<file path="src/rtl/sram_access_controller_if.sv">
// Pipeline-side and SRAM-side signal bundle for the SRAM access controller.
// The controller takes the slave view; the pipeline/SRAM environment takes the master view.
interface sram_access_controller_if #(
   parameter int ADDR_W = 18
);
   logic              memoryReadEnabled;
   logic              memoryWriteEnabled;
   logic [31:0]       address;
   logic [31:0]       writeData;
   logic [31:0]       readData;
   logic              ready;
   logic              freeze;
   logic [ADDR_W-1:0] sram_addr;
   logic [15:0]       sram_dq_out;
   logic [15:0]       sram_dq_in;
   logic              sram_dq_oe;
   logic              sram_we_n;

   modport slave (
      input  memoryReadEnabled, memoryWriteEnabled, address, writeData, sram_dq_in,
      output readData, ready, freeze, sram_addr, sram_dq_out, sram_dq_oe, sram_we_n
   );

   modport master (
      output memoryReadEnabled, memoryWriteEnabled, address, writeData, sram_dq_in,
      input  readData, ready, freeze, sram_addr, sram_dq_out, sram_dq_oe, sram_we_n
   );
endinterface

</file>
<file path="src/rtl/sram_access_controller.sv">
// Splits one 32-bit pipeline load/store into two halfword accesses to a 16-bit async SRAM,
// freezing the pipeline until the word completes.
//
// state | meaning
// IDLE  | no access in flight; ready follows ~req
// LOW   | halfword 0 on the bus ({word,0}), held WAIT_CYCLES+1 cycles
// HIGH  | halfword 1 on the bus ({word,1}), held WAIT_CYCLES+1 cycles
// DONE  | one-cycle ready pulse; pipeline advances on this edge
module sram_access_controller #(
   parameter int ADDR_W      = 18,
   parameter int WAIT_CYCLES = 1
) (
   input logic                    clk,
   input logic                    rst,
   sram_access_controller_if.slave bus
);
   typedef enum logic [1:0] {IDLE, LOW, HIGH, DONE} state_t;

   localparam logic [3:0] WAIT_TC = 4'(WAIT_CYCLES);

   state_t            state, state_nxt;
   logic [3:0]        cnt;
   logic [ADDR_W-2:0] word_q;
   logic [31:0]       data_q;
   logic              wr_q;

   logic              req;
   logic              last;
   logic              latch;
   logic [ADDR_W-2:0] word_nxt;
   logic [31:0]       data_nxt;
   logic              wr_nxt;
   logic [ADDR_W-1:0] addr_nxt;
   logic [15:0]       dq_nxt;
   logic              oe_nxt;
   logic              we_n_nxt;
   logic              addr_unused;

   assign req         = bus.memoryReadEnabled | bus.memoryWriteEnabled;
   assign last        = (cnt == WAIT_TC);
   assign latch       = (state == IDLE) && req;
   assign addr_unused = ^{bus.address[31:ADDR_W+1], bus.address[1:0]};

   always_ff @(posedge clk or negedge rst) begin
      if (!rst) state <= IDLE;
      else      state <= state_nxt;
   end

   always_comb begin
      state_nxt = state;
      case (state)
         IDLE:    if (req)  state_nxt = LOW;
         LOW:     if (last) state_nxt = HIGH;
         HIGH:    if (last) state_nxt = DONE;
         DONE:    state_nxt = IDLE;
         default: state_nxt = IDLE;
      endcase
   end

   // SRAM strobes are registered from the next state so address, data and we_n move together
   always_comb begin
      bus.ready  = (state == IDLE) ? ~req : (state == DONE);
      bus.freeze = ~bus.ready;
      word_nxt   = latch ? bus.address[ADDR_W:2] : word_q;
      data_nxt   = latch ? bus.writeData : data_q;
      wr_nxt     = latch ? bus.memoryWriteEnabled : wr_q;
      addr_nxt   = bus.sram_addr;
      dq_nxt     = bus.sram_dq_out;
      oe_nxt     = 1'b0;
      we_n_nxt   = 1'b1;
      if (state_nxt == LOW) begin
         addr_nxt = {word_nxt, 1'b0};
         if (wr_nxt) begin
            dq_nxt   = data_nxt[15:0];
            oe_nxt   = 1'b1;
            we_n_nxt = 1'b0;
         end
      end else if (state_nxt == HIGH) begin
         addr_nxt = {word_nxt, 1'b1};
         if (wr_nxt) begin
            dq_nxt   = data_nxt[31:16];
            oe_nxt   = 1'b1;
            we_n_nxt = 1'b0;
         end
      end
   end

   always_ff @(posedge clk or negedge rst) begin
      if (!rst) begin
         cnt             <= '0;
         word_q          <= '0;
         data_q          <= '0;
         wr_q            <= 1'b0;
         bus.readData    <= '0;
         bus.sram_addr   <= '0;
         bus.sram_dq_out <= '0;
         bus.sram_dq_oe  <= 1'b0;
         bus.sram_we_n   <= 1'b1;
      end else begin
         word_q          <= word_nxt;
         data_q          <= data_nxt;
         wr_q            <= wr_nxt;
         bus.sram_addr   <= addr_nxt;
         bus.sram_dq_out <= dq_nxt;
         bus.sram_dq_oe  <= oe_nxt;
         bus.sram_we_n   <= we_n_nxt;
         if ((state == LOW) || (state == HIGH)) cnt <= last ? 4'd0 : cnt + 4'd1;
         else                                   cnt <= 4'd0;
         if ((state == LOW) && last && !wr_q)  bus.readData[15:0]  <= bus.sram_dq_in;
         if ((state == HIGH) && last && !wr_q) bus.readData[31:16] <= bus.sram_dq_in;
      end
   end
endmodule

</file>
<file path="src/flat_wrapper.sv">
// flat-port wrapper written by rule: the top's interface ports become plain ports
module sram_access_controller_flat 
#(
   parameter int ADDR_W      = 18,
   parameter int WAIT_CYCLES = 1
)
  (clk, rst, bus_memoryReadEnabled, bus_memoryWriteEnabled, bus_address, bus_writeData, bus_sram_dq_in, bus_readData, bus_ready, bus_freeze, bus_sram_addr, bus_sram_dq_out, bus_sram_dq_oe, bus_sram_we_n);
  sram_access_controller_if #(.ADDR_W(ADDR_W)) bus_i ();
  input logic clk;
  input logic rst;
  input wire logic [$bits(bus_i.memoryReadEnabled)-1:0] bus_memoryReadEnabled;
  input wire logic [$bits(bus_i.memoryWriteEnabled)-1:0] bus_memoryWriteEnabled;
  input wire logic [$bits(bus_i.address)-1:0] bus_address;
  input wire logic [$bits(bus_i.writeData)-1:0] bus_writeData;
  input wire logic [$bits(bus_i.sram_dq_in)-1:0] bus_sram_dq_in;
  output wire logic [$bits(bus_i.readData)-1:0] bus_readData;
  output wire logic [$bits(bus_i.ready)-1:0] bus_ready;
  output wire logic [$bits(bus_i.freeze)-1:0] bus_freeze;
  output wire logic [$bits(bus_i.sram_addr)-1:0] bus_sram_addr;
  output wire logic [$bits(bus_i.sram_dq_out)-1:0] bus_sram_dq_out;
  output wire logic [$bits(bus_i.sram_dq_oe)-1:0] bus_sram_dq_oe;
  output wire logic [$bits(bus_i.sram_we_n)-1:0] bus_sram_we_n;
  assign bus_i.memoryReadEnabled = bus_memoryReadEnabled;
  assign bus_i.memoryWriteEnabled = bus_memoryWriteEnabled;
  assign bus_i.address = bus_address;
  assign bus_i.writeData = bus_writeData;
  assign bus_i.sram_dq_in = bus_sram_dq_in;
  assign bus_readData = bus_i.readData;
  assign bus_ready = bus_i.ready;
  assign bus_freeze = bus_i.freeze;
  assign bus_sram_addr = bus_i.sram_addr;
  assign bus_sram_dq_out = bus_i.sram_dq_out;
  assign bus_sram_dq_oe = bus_i.sram_dq_oe;
  assign bus_sram_we_n = bus_i.sram_we_n;
  sram_access_controller #(.ADDR_W(ADDR_W), .WAIT_CYCLES(WAIT_CYCLES)) u_core (.clk(clk), .rst(rst), .bus(bus_i));
endmodule
</file>
<file path="config.mk">
export PLATFORM = sky130hd
export DESIGN_NAME = sram_access_controller_flat
export DESIGN_NICKNAME = d
export VERILOG_FILES = /design/src/rtl/sram_access_controller_if.sv /design/src/rtl/sram_access_controller.sv /design/src/flat_wrapper.sv
export SDC_FILE = /design/constraint.sdc
export NUM_CORES = 1
export LEC_CHECK = 0
export BUFFER_PORTS_ARGS = -buffer_cell sky130_fd_sc_hd__clkbuf_2
export CELL_PAD_IN_SITES_DETAIL_PLACEMENT = 1
export CELL_PAD_IN_SITES_GLOBAL_PLACEMENT = 1
export CORE_UTILIZATION = 41
export DETAILED_ROUTE_END_ITERATION = 8
export PLACE_DENSITY = 0.82
export SLEW_MARGIN = 0
export SYNTH_ARGS = -nofsm -noshare
export SYNTH_HDL_FRONTEND = slang
export SYNTH_SLANG_ARGS = --single-unit
</file>
<file path="constraint.sdc">
create_clock -name clk -period 3.1 [get_ports clk]
set_input_delay 0.62 -clock clk [delete_from_list [all_inputs] [get_ports clk]]
set_output_delay 0.62 -clock clk [all_outputs]
set_load 0.01 [all_outputs]
</file>
* Word-level counts from Yosys, hierarchy flattened
Cells that the tools add are included.
Widths: inputs -> output; s select.
** Word-level totals
- Register bits after elaboration :: 124
- Bits in latches :: 0
- Memory bits (writable) :: 0
- Memory bits (read-only) :: 0
- Input bits :: 84
- Output and inout bits :: 70
- Logic and storage cells :: 53
- Memories :: 0
** Operators by class
- $add $sub $neg :: 1
- Multiply operators :: 0
- Div/mod/pow operators :: 0
- Order comparisons :: 0
- Equal/unequal tests :: 6
- Shifts and indexed selects :: 0
- Mux-type cells :: 22
- Bitwise operators :: 3
- Reductions and logical operators :: 10
** Operators by type and width (count)
- $mux 16 :: 4
- $mux 18 :: 2
- $mux 32 :: 1
- $mux 17 :: 1
- $mux 1 :: 8
- $mux 4 :: 2
- $pmux 2 s4 :: 1
- $eq 2x2->1 const B :: 3
- $mux 2 :: 3
- $logic_and 1x1->1 :: 5
- $add 4x1->4 const B :: 1
- $eq 2x1->1 const B :: 2
- $eq 4x1->1 const B :: 1
- $logic_not 2->1 :: 1
- $not 1->1 :: 2
- $reduce_and 2->1 :: 1
- $reduce_bool 2->1 :: 1
- $logic_not 1->1 :: 1
- $logic_or 1x1->1 :: 1
- $or 1x1->1 :: 1

* Logic depth before layout (Yosys ltp)
Gate-level depths: netlist (run 1).
- Word-level depth :: 6
- Gate-level depth with buffers :: 11
- Gate-level depth less buffers :: 8

* Least setup slack after synthesis (run 1)
OpenSTA, ideal clock, no wires.
- Path type :: register to register
- Start :: register u_core.state[0]
- End :: register u_core.bus.sram_addr[10]
- Setup time :: 125 ps
- Arrival time :: 2404 ps
- Required time :: 2975 ps
- Path slack :: 571 ps
- Cell stages (with the launch flop) :: 11
- Buffers on the path :: 3
- Period minus slack after synthesis :: 2529 ps
- Cell sequence :: dfrtp_1 inv_1 ha_1 clkbuf_1 nor2_1 a22o_1 buf_6 or2_4 xnor2_4 buf_6 mux2_4
** Between the ends
- Word-level cells in the longest chain between the ends :: 5
- Elaborated cells on any way between the ends :: 15
- Classes of those cells :: eq/ne (5); mux (7); reduce/logical (3)
** Ends and longest elaborated chain
- from (decl) :: line sram_access_controller.sv:21 : state_t state, state_nxt;
- from (signal assigned) :: line sram_access_controller.sv:46 : else state <= state_nxt;
- branches (longest 5 deep; another with $mux 18)
- to (signal assigned) :: line sram_access_controller.sv:103 : bus.sram_addr <= addr_nxt;
- to (decl) :: line sram_access_controller_if.sv:21 : output readData, ready, freeze, sram_addr, sram_dq_out, sram_dq_oe, sram_we_n
Parallel ways; which one is timed is not known. The select of a mux whose other input is x is not followed.
A chain may end at the register's enable or synchronous reset.

* Worst setup path after layout (run 1)
- Start :: register u_core.state[0]
- End :: register u_core.bus.sram_dq_out[10]
** Between the ends
- Elaborated cells on any way between the ends :: 19
- Classes of those cells :: eq/ne (5); mux (10); reduce/logical (4)
** RTL lines
- $eq 2x2->1, or another cell as far along :: line sram_access_controller.sv:51 : case (state)
- $pmux 2 s4 * :: line sram_access_controller.sv:51
- named net u_core.state_nxt[1] :: line sram_access_controller.sv:21
- $eq 2x2->1 / $eq 2x1->1 (equally long branches) :: line sram_access_controller.sv:78, sram_access_controller.sv:71
- $reduce_bool 2->1 (no line)
- $reduce_and 2->1 (no line)
- to (signal assigned) :: line sram_access_controller.sv:104 : bus.sram_dq_out <= dq_nxt;
- to (decl) :: line sram_access_controller_if.sv:21
Mark *: on every way through the listed nets, which the timed path passes. The rest lies on a longest branch. The select of a mux whose other input is x is not followed.

==> results.md, run 1 <==
- H-Tree Depth: 4
- Count leader, synth: dfrtp_1
- Slew margin rel.: 48.32%
- Dpl cells: 664
- Setup ws final: 254.8 ps
- Initial antenna violation count: 0
- Hold Path Class: in -> async
- HPWL Detailed: 8728 µm
- F_max: 351.5 MHz
- Leakage power: 3.098 nW
- Fillers: 1293
- Top FF cell, synth: dfrtp_1
- Antenna-violating nets left: 0
- Hold buffers post-CTS: 0
- RSZ-0062 raised after global routing: false
- Starting Density: 42.60%
- Worst-path clk slew: 50 ps
- First drt pass iteration count: 4
- Mux cell area share after synthesis: 21.98%
- VDD IR-drop max: 0.5704 mV
- Flop pwr share: 31.9%
- Max_cap viols: 0
- Global-route wire length before repair: 21000 µm
- Area growth, synth to finish: 28.67%
- CP delay by family, top: compound AO/OA/AOI/OAI gates
- Worst-skew pair later-pin latency: 410 ps
- Cells after synthesis: 368
- Part of the power in combinational logic: 46.6%
- Final setup fails: 0
- Worst setup SP type: register
- P_int: 5.855 mW
- Crit-path slowest cell: a221o_1
- Via/cell ratio: 5.043
- GPL Wtd Cong: 0.6909
- Sequential element share of the synthesized area: 59.67%
- Sw Ratio: 35.11%
- IO Pins: 154
- Net Count, Synth: 456
- Netlist Area Pre-Place: 5202 µm²
- CP endpoint kind: register
- Die X: 114.6 µm
- Row cnt: 40
- Worst-Margin Slew: 775.2 ps
- P per Cell Area: 1348 nW/µm²
- Synth Area per Inst: 14.14 µm²
- R2R Path End: u_core.bus.sram_dq_out[10]$_DFFE_PN0P_
- Drt drc: 0
- Reg2reg path depth: 9
- Setup CP Type: reg -> reg
- IO buf count: 138
- Arr. time, crit path: 3140 ps
- Synth area leader: dfrtp_1
- Core footprint: 12210 µm²
- Largest net degree at the start of global routing: 61
- Number of post-CTS setup repair buffers: 0
- Tmin final: 2845 ps
- R2r setup slk: 250 ps
- Worst-path cell chain: inv_1, ha_1, nor3_1, a221o_1, inv_1, nor4_4, buf_4, nand2b_1, o221a_2
- Reg2reg start: u_core.state[0]$_DFF_PN0_
- Routed length per placed instance: 18.41 µm
- Ys Warns: 0
- EDFF count, synth: 0
- Vias in the first global route: 3952
- Share of cells above drive strength 1: 56.93%
- Post-synthesis cell type count: 35
- CP endpoint: u_core.bus.sram_dq_out[10]$_DFFE_PN0P_
- XOR/XNOR share of the synthesized area: 0.8658%
- Chip height: 114.6 µm
- Post-Synth Adder-Cell Area: 0.9620%
- CP max FO: 16
- TNS Setup: 0 ps
- Top cells by count, synth: dfrtp_1, mux2_2, nor2_1
- Critical Path Most Common Cell: inv_1
- Initial DRC Count: 111
- Total wire length: 12790 µm
- Clock power share: 21.5%
- Total number of vias: 3505
- Period utilization: 91.78%
- Number of buffers created by CTS: 17
- TritonCTS clock tree: yes
- Max Root-Sink Buffers: 2
- Cells resized by post-CTS repair: 0
- Crit path depth: 9
- Fraction of registers with async set/reset: 100.0%
- Synth Area in Compound Gates: 6.734%
- Root Buffer: clkbuf_16
- Layout Cells excl Fill: 695
- Status: completed
- NetSw: 3.169 mW
- Total Nets Final: 603
- Synth top area cells: dfrtp_1, mux2_2, o221a_2, mux2_4, nand2b_1
- Gr usage total: 21.46%
- DP Worst Slack: 251.7 ps
- # diodes: 0
- CP startpoint: u_core.state[0]$_DFF_PN0_
- Clock skew: 5.953 ps
- Die area: 13140 µm²
- Critical Path RT: 3390 ps
- #FFs+latches synth: 124
- Clock sink total: 124
- Buf/Inv on CP: 3
- Slowest stage delay, CP: 570 ps
- Total gr overflow: 0
- Fin. Hold Viols: 0
- Largest family of logic cells by synthesized area: multiplexers
- Synth top area share: 59.16%
- Max-slew violations: 0
- Simple-Gate Fraction of Synth Area: 7.287%
## flip-flops by register name, summed over array words and instances (netlist names)
| register | cells |
|---|---|
| u_core.state | 2 |
| u_core.bus.sram_addr | 18 |
| u_core.bus.sram_dq_out | 16 |
| u_core.data_q | 32 |
| u_core.bus.sram_we_n | 1 |
| u_core.bus.sram_dq_oe | 1 |
| u_core.cnt | 4 |
| u_core.wr_q | 1 |
| u_core.bus.readData | 32 |
| u_core.word_q | 17 |
## worst min path at each step
stage / slack, ps / to / depth (start not counted)
3_3_place_gp: 470 / u_core.word_q[7]$_DFF_PN0_ / 1
4_1_cts: 300 / u_core.bus.sram_addr[13]$_DFFE_PN0P_ / 1
6_report: 270 / u_core.bus.sram_addr[13]$_DFFE_PN0P_ / 1
5_1_grt: 330 / u_core.bus.sram_addr[13]$_DFFE_PN0P_ / 1
2_1_floorplan: 320 / u_core.bus.readData[0]$_DFFE_PN0P_ / 0
3_5_place_dp: 480 / u_core.data_q[5]$_DFF_PN0_ / 1
## metrics by stage
step	util [%]	instance area, µm²	total power, mW	hold WS [ps]
floorplan	-	5202	5.805	324.4
global placement	50.07	6115	6.888	474.4
detailed placement	50.07	6115	7.149	478.6
CTS	54.82	6694	9.152	301.3
global route	54.82	6694	9.606	329.6
finish	54.82	6694	9.024	271.4
## layer usage
layer | global-route usage (%) | vias to the layer above | wire length, µm
met2 | 36.24 | 122 | 6518
met3 | 6.988 | 17 | 841
li1 | - | 1597 | -
met1 | 24.99 | 1769 | 5217
met4 | 9.351 | 0 | 214
met5 | 0 | - | 0
## cells by family after synthesis
family                     Yosys count
DFF                                124
muxes                               99
and+or+nand+nor                     70
AOI/OAI and AO/OA                   42
buffers and inverters               26
adders and majority gates            4
xor gates and xnor gates             3
## power groups by stage
| stage | Clock, mW | Combinational [mW] | Sequential [mW] |
|---|---|---|---|
| after global routing | 2.06 | 4.57 | 2.97 |
| final | 1.94 | 4.20 | 2.88 |
| after detailed placement | 0 | 4.26 | 2.89 |
| after global placement | 0 | 4.07 | 2.82 |
| after CTS | 1.99 | 4.28 | 2.89 |
| after floorplan | 0 | 2.80 | 3.00 |
## worst register-to-register path: stages (launching register included)
cell and delay (ps):
dfrtp_1 440, inv_1 90, ha_1 360, nor3_1 230, a221o_1 570, inv_1 210, nor4_4 300, buf_4 260
nand2b_1 110, o221a_2 140
## final cells by class
type / count / area [µm²] / area share [%]
Clock buffer: 24 / 491.7 / 7.346
Clock inverter: 7 / 87.58 / 1.308
Inverter: 6 / 22.52 / 0.3364
Multi-Input combinational cell: 218 / 1984 / 29.64
Sequential cell: 124 / 3104 / 46.37
Tap cell: 168 / 210.2 / 3.140
Timing Repair Buffer: 148 / 793.3 / 11.85
## placed cells by master (no fill, tap or decap), types with 2 or more instances in the layout
cell type / instances
clkbuf_16: 17
dfrtp_1: 123
nand2b_1: 17
nor3_1: 18
clkinv_2: 4
mux2_4: 8
nor2b_1: 2
ha_1: 4
inv_1: 6
mux2_2: 90
clkbuf_2: 137
o221a_2: 16
buf_4: 9
nor2_1: 21
a21oi_1: 18
clkbuf_1: 3
nand2_1: 4
clkbuf_8: 4
and2_1: 2
bufinv_16: 2
xnor2_1: 2
buf_12: 2
Note: power is estimated with default switching activity, not from simulation.
==> run 2: changes to the inputs <==
--- a/config.mk
+++ b/config.mk
@@ -11,6 +11,7 @@
 export CORE_UTILIZATION = 41
 export DETAILED_ROUTE_END_ITERATION = 8
 export PLACE_DENSITY = 0.82
+export REMOVE_ABC_BUFFERS = 1
 export SLEW_MARGIN = 0
 export SYNTH_ARGS = -nofsm -noshare
 export SYNTH_HDL_FRONTEND = slang
==> run 2 against run 1 <==
  * Non-clock buffer count is the same
  * Clock power increased by 4%
  * Power down 0.39%
  * Core utilization grew 0.072 points
  * Global-route usage down 1.1 points
  * Clock skew increased by 1.6 ps
  * Routed wire length is 4.0% lower
  * Sequential cell count unchanged
  * Design area up 0.13%
  * Worst setup slack better by 19 ps
  * Clock-buffer cell count is 1 lower
  * Critical endpoint is now u_core.bus.sram_dq_out[14]$_DFFE_PN0P_
  * Largest power group unchanged
==> results.md, run 2 (synthesis gave the netlist of run 1 again) <==
- Status: completed
- Clock skew: 7.576 ps
- Number of buffers created by CTS: 17
- Total Nets Final: 603
- R2R Path End: u_core.bus.sram_dq_out[14]$_DFFE_PN0P_
- Total number of vias: 3515
- TritonCTS clock tree: yes
- Tmin final: 2826 ps
- TNS Setup: 0 ps
- Leakage power: 3.102 nW
- DP Worst Slack: 267.5 ps
- Arr. time, crit path: 3120 ps
- Worst setup SP type: register
- Setup ws final: 273.6 ps
- R2r setup slk: 270 ps
- Period utilization: 91.18%
- Initial DRC Count: 143
- F_max: 353.8 MHz
- Biggest regs: u_core.bus.readData: 32 flops, u_core.data_q: 32 flops, u_core.bus.sram_addr: 18 flops
- Max Root-Sink Buffers: 2
- Max_cap viols: 0
- Gr usage total: 20.40%
- CP startpoint: u_core.state[0]$_DFF_PN0_
- Final setup fails: 0
- Worst-skew pair later-pin latency: 410 ps
- Hold Path Class: in -> async
- Fillers: 1298
- Total gr overflow: 0
- First drt pass iteration count: 4
- Slowest stage delay, CP: 880 ps
- Worst-path cell chain: inv_1, ha_1, nor3_1, a221o_1, inv_1, nor4_4, nand2b_1, o221a_2
- RSZ-0062 raised after global routing: false
- Reg2reg path depth: 8
- Routed length per placed instance: 17.70 µm
- CP endpoint kind: register
- Crit path depth: 8
- Area growth, synth to finish: 28.84%
- Global-route wire length before repair: 19990 µm
- IO Pins: 154
- Setup CP Type: reg -> reg
- Reg2reg start: u_core.state[0]$_DFF_PN0_
- Area of the multi-input gates: 1984 µm²
- Die area: 13140 µm²
- VDD IR-drop max: 0.6026 mV
- Slew margin rel.: 35.10%
- Critical Path RT: 3400 ps
- Most frequent cells in the layout: clkbuf_2, dfrtp_1, mux2_2
- Die X: 114.6 µm
- Buf/Inv on CP: 2
- Worst-path clk slew: 60 ps
- Clock sink total: 124
- Crit-path slowest cell: nor4_4
- Storage element area: 3104 µm²
- Row cnt: 40
- Total wire length: 12290 µm
- Initial antenna violation count: 0
- CP delay by family, top: simple AND/OR/NAND/NOR gates
- Vias in the first global route: 3916
- Hold buffers post-CTS: 0
- Antenna-violating nets left: 0
- Starting Density: 42.60%
- Core footprint: 12210 µm²
- IO buf count: 138
- Max-slew violations: 0
- Cells resized by post-CTS repair: 0
- Largest net degree at the start of global routing: 69
- Critical Path Most Common Cell: inv_1
- CP max FO: 16
- GPL Wtd Cong: 0.7563
- H-Tree Depth: 4
- CP endpoint: u_core.bus.sram_dq_out[14]$_DFFE_PN0P_
- HPWL Detailed: 8529 µm
- Number of post-CTS setup repair buffers: 0
- Via/cell ratio: 5.065
- Worst-Margin Slew: 973.4 ps
- Fin. Hold Viols: 0
- Chip height: 114.6 µm
- Share of cells above drive strength 1: 57.03%
- Commonest non-fill, non-tap cell in the layout: clkbuf_2
- Drt drc: 0
- P per Cell Area: 1341 nW/µm²
- Root Buffer: clkbuf_16
- # diodes: 0
-- run 2: cell count changes in the layout (fill, tap and decap cells not counted), sizes merged --
cell and change:
clkinv -1, clkbuf -1, bufinv +1
-- run 2: stage by stage --
stage | cells | hold WS [ps] | power (mW) | area, µm² | utilization, %
floorplan | 348 | 324.4 | 5.652 | 5095 | -
global placement | 664 | 475.7 | 6.783 | 6102 | 49.97
detailed placement | 664 | 481.9 | 7.051 | 6102 | 49.97
CTS | 694 | 72.04 | 9.123 | 6703 | 54.89
global route | 694 | 86.81 | 9.574 | 6703 | 54.89
finish | 694 | 84.98 | 8.988 | 6703 | 54.89
-- run 2: worst register-to-register path, stage by stage, from the launching register on --
cell	delay [ps]
dfrtp_1	420
inv_1	90
ha_1	300
nor3_1	220
a221o_1	320
inv_1	150
nor4_4	880
nand2b_1	160
o221a_2	170
-- run 2: worst min-delay path by stage --
| stage | startpoint | endpoint | slack, ps | cells past startpoint |
|---|---|---|---|---|
| global route | rst | u_core.bus.sram_addr[3]$_DFFE_PN0P_ | 90 | 1 |
| detailed placement | u_core.word_q[3]$_DFF_PN0_ | u_core.word_q[3]$_DFF_PN0_ | 480 | 1 |
| finish | rst | u_core.bus.sram_addr[6]$_DFFE_PN0P_ | 80 | 1 |
| CTS | rst | u_core.bus.sram_addr[3]$_DFFE_PN0P_ | 70 | 1 |
| global placement | u_core.data_q[12]$_DFF_PN0_ | u_core.data_q[12]$_DFF_PN0_ | 480 | 1 |
| floorplan | rst | u_core.bus.readData[0]$_DFFE_PN0P_ | 320 | 0 |
-- run 2: area by class of cell --
type                       instances  area share [%]
timing repair buffer             148           11.65
inverter                           6          0.3360
clock inverter                     7           1.680
clock buffer                      23           7.280
tap                              168           3.136
multi-input combinational        218           29.61
sequential                       124           46.31
-- run 2: layer usage --
| layer | GRT usage, % | vias to the layer above | share of wire [%] |
|---|---|---|---|
| met4 | 9.351 | 0 | 2.4 |
| met2 | 35.31 | 126 | 51 |
| li1 | - | 1602 | - |
| met1 | 23.44 | 1765 | 41 |
| met3 | 5.717 | 22 | 6.1 |
| met5 | 0 | - | 0 |
-- run 2: report_power, final --
group	leakage (nW)	switching, mW	internal, mW
logic	1.36	2.05	2.07
registers	1.45	0.391	2.47
clock network	0.295	0.671	1.34
==> run 3: changes to the inputs <==
--- a/config.mk
+++ b/config.mk
@@ -11,6 +11,7 @@
 export CORE_UTILIZATION = 41
 export DETAILED_ROUTE_END_ITERATION = 8
 export PLACE_DENSITY = 0.82
+export RECOVER_POWER = 50
 export REMOVE_ABC_BUFFERS = 1
 export SLEW_MARGIN = 0
 export SYNTH_ARGS = -nofsm -noshare
==> constraint.sdc (replaced) <==
create_clock -name clk -period 2.7 [get_ports clk]
set_input_delay 0.54 -clock clk [delete_from_list [all_inputs] [get_ports clk]]
set_output_delay 0.54 -clock clk [all_outputs]
set_load 0.01 [all_outputs]
==> run 3 against run 2 <==
  * Clock skew decreased by 3.0 ps
  * Core utilization grew 0.32 points
  * Design area grew 0.58%
  * Critical endpoint is now bus_ready
  * Largest cell class unchanged
  * First-iteration DRC count fell by 18%
  * Critical path depth decreased by 2
  * Sequential power is 15% higher
  * Clock power increased by 15%
  * Cell count grew 1.4%
  * Sequential share of layout area is 0.27 points lower
  * Routed wire length increased by 1.2%
==> results.md, run 3 (synthesis gave the netlist of run 1 again) <==
- Number of buffers created by CTS: 17
- Design Power: 10.49 mW
- Biggest regs: u_core.bus.readData: 32 flops, u_core.data_q: 32 flops, u_core.bus.sram_addr: 18 flops
- Largest net degree at the start of global routing: 56
- Gr usage total: 20.28%
- Arr. time, crit path: 1990 ps
- Leakage power: 3.058 nW
- Placed cell areas: 6180 µm²
- Total number of vias: 3579
- P per Cell Area: 1555 nW/µm²
- IO Pins: 154
- Status: completed
- Initial DRC Count: 117
- Starting Density: 42.60%
- RSZ-0062 raised after global routing: false
- Fin. Hold Viols: 0
- Routed length per placed instance: 17.66 µm
- Reg2reg path depth: 10
- Share of cells above drive strength 1: 51.87%
- Area growth, synth to finish: 29.58%
- Max Root-Sink Buffers: 2
- Root Buffer: clkbuf_16
- Global-route wire length before repair: 20060 µm
- Total Nets Final: 611
- Core footprint: 12210 µm²
- Period utilization: 93.72%
- Most frequent cells in the layout: dfrtp_1, clkbuf_2, mux2_2
- TNS Setup: 0 ps
- Chip height: 114.6 µm
- Drt drc: 0
- CP max FO: 5
- Row cnt: 40
- Setup CP Type: reg -> out
- TritonCTS clock tree: yes
- GPL Wtd Cong: 0.7221
- Critical Path RT: 2160 ps
- Antenna-violating nets left: 0
- DP Worst Slack: 58.36 ps
- # diodes: 0
- Final setup fails: 0
- H-Tree Depth: 4
- Hold Path Class: in -> async
- Vias in the first global route: 4051
- Commonest non-fill, non-tap cell in the layout: dfrtp_1
- Initial antenna violation count: 0
- Dpl cells: 671
- Tmin final: 2530 ps
- Finished Core Util: 55.20%
- Post-route cell area: 6741 µm²
- IO buf count: 138
- Worst-Margin Slew: 1216 ps
- Max_cap viols: 0
- HPWL Detailed: 8503 µm
- Total wire length: 12430 µm
- Setup ws final: 169.6 ps
- First drt pass iteration count: 4
- VDD IR-drop max: 0.6904 mV
- Die X: 114.6 µm
- Clock skew: 4.546 ps
- Layout Cells excl Fill: 704
- Worst-skew pair later-pin latency: 410 ps
- Via/cell ratio: 5.084
- F_max: 395.2 MHz
- Slew margin rel.: 18.91%
- Worst setup SP type: register
- CP endpoint kind: output pin
- Worst-path clk slew: 50 ps
- Total gr overflow: 0
- Die area: 13140 µm²
- Hold_ws: 348.2 ps
- Clock sink total: 124
- Max-slew violations: 0
run 3: metal layers:
layer / wire (µm) / vias to the layer above / track usage (%)
li1: - / 1620 / -
met1: 5334 / 1837 / 23.96
met2: 6192 / 106 / 34.67
met3: 714 / 16 / 5.188
met4: 188 / 0 / 9.437
met5: 0 / - / 0
run 3: final cells by class:
cell class / count / area, µm²
fillers: 1329 / 5470
clock buffers: 26 / 529.3
clock inverters: 6 / 80.08
inverters: 6 / 22.52
multi-input cells: 218 / 1986
well taps: 168 / 210.2
repair buffers: 156 / 809.5
flip-flops and latches: 124 / 3104
run 3: path summary, 6_finish.rpt:
kind,startpoint,endpoint,slack [ps]
max,u_core.state[0]$_DFF_PN0_,bus_ready,170
min,rst,u_core.word_q[5]$_DFF_PN0_,350
max reg2reg,u_core.state[0]$_DFF_PN0_,u_core.bus.sram_dq_out[1]$_DFFE_PN0P_,240
min reg2reg,u_core.word_q[1]$_DFF_PN0_,u_core.word_q[1]$_DFF_PN0_,490
max in group asynchronous,rst,u_core.bus.readData[12]$_DFFE_PN0P_,520
min in group clk,bus_address[9],u_core.word_q[7]$_DFF_PN0_,380
run 3: where the power goes:
| part | internal [mW] | switching, mW | leakage [nW] | total [mW] |
|---|---|---|---|---|
| Clock | 1.53 | 0.783 | 0.306 | 2.31 |
| Combinational | 2.49 | 2.40 | 1.30 | 4.90 |
| Sequential | 2.84 | 0.444 | 1.45 | 3.28 |
run 3: critical path, stage by stage (launching register included):
cell	delay [ps]
dfrtp_1	430
inv_1	110
ha_1	260
buf_4	210
mux2i_1	340
inv_1	80
clkbuf_2	140
run 3: timing repair:
action | in CTS | in global routing
buffers inserted | 0 | 1
hold buffers | 0 | 0
gates resized for setup | 1 | 2
setup endpoints to repair | 16 | 16
cloned | 0 | 0
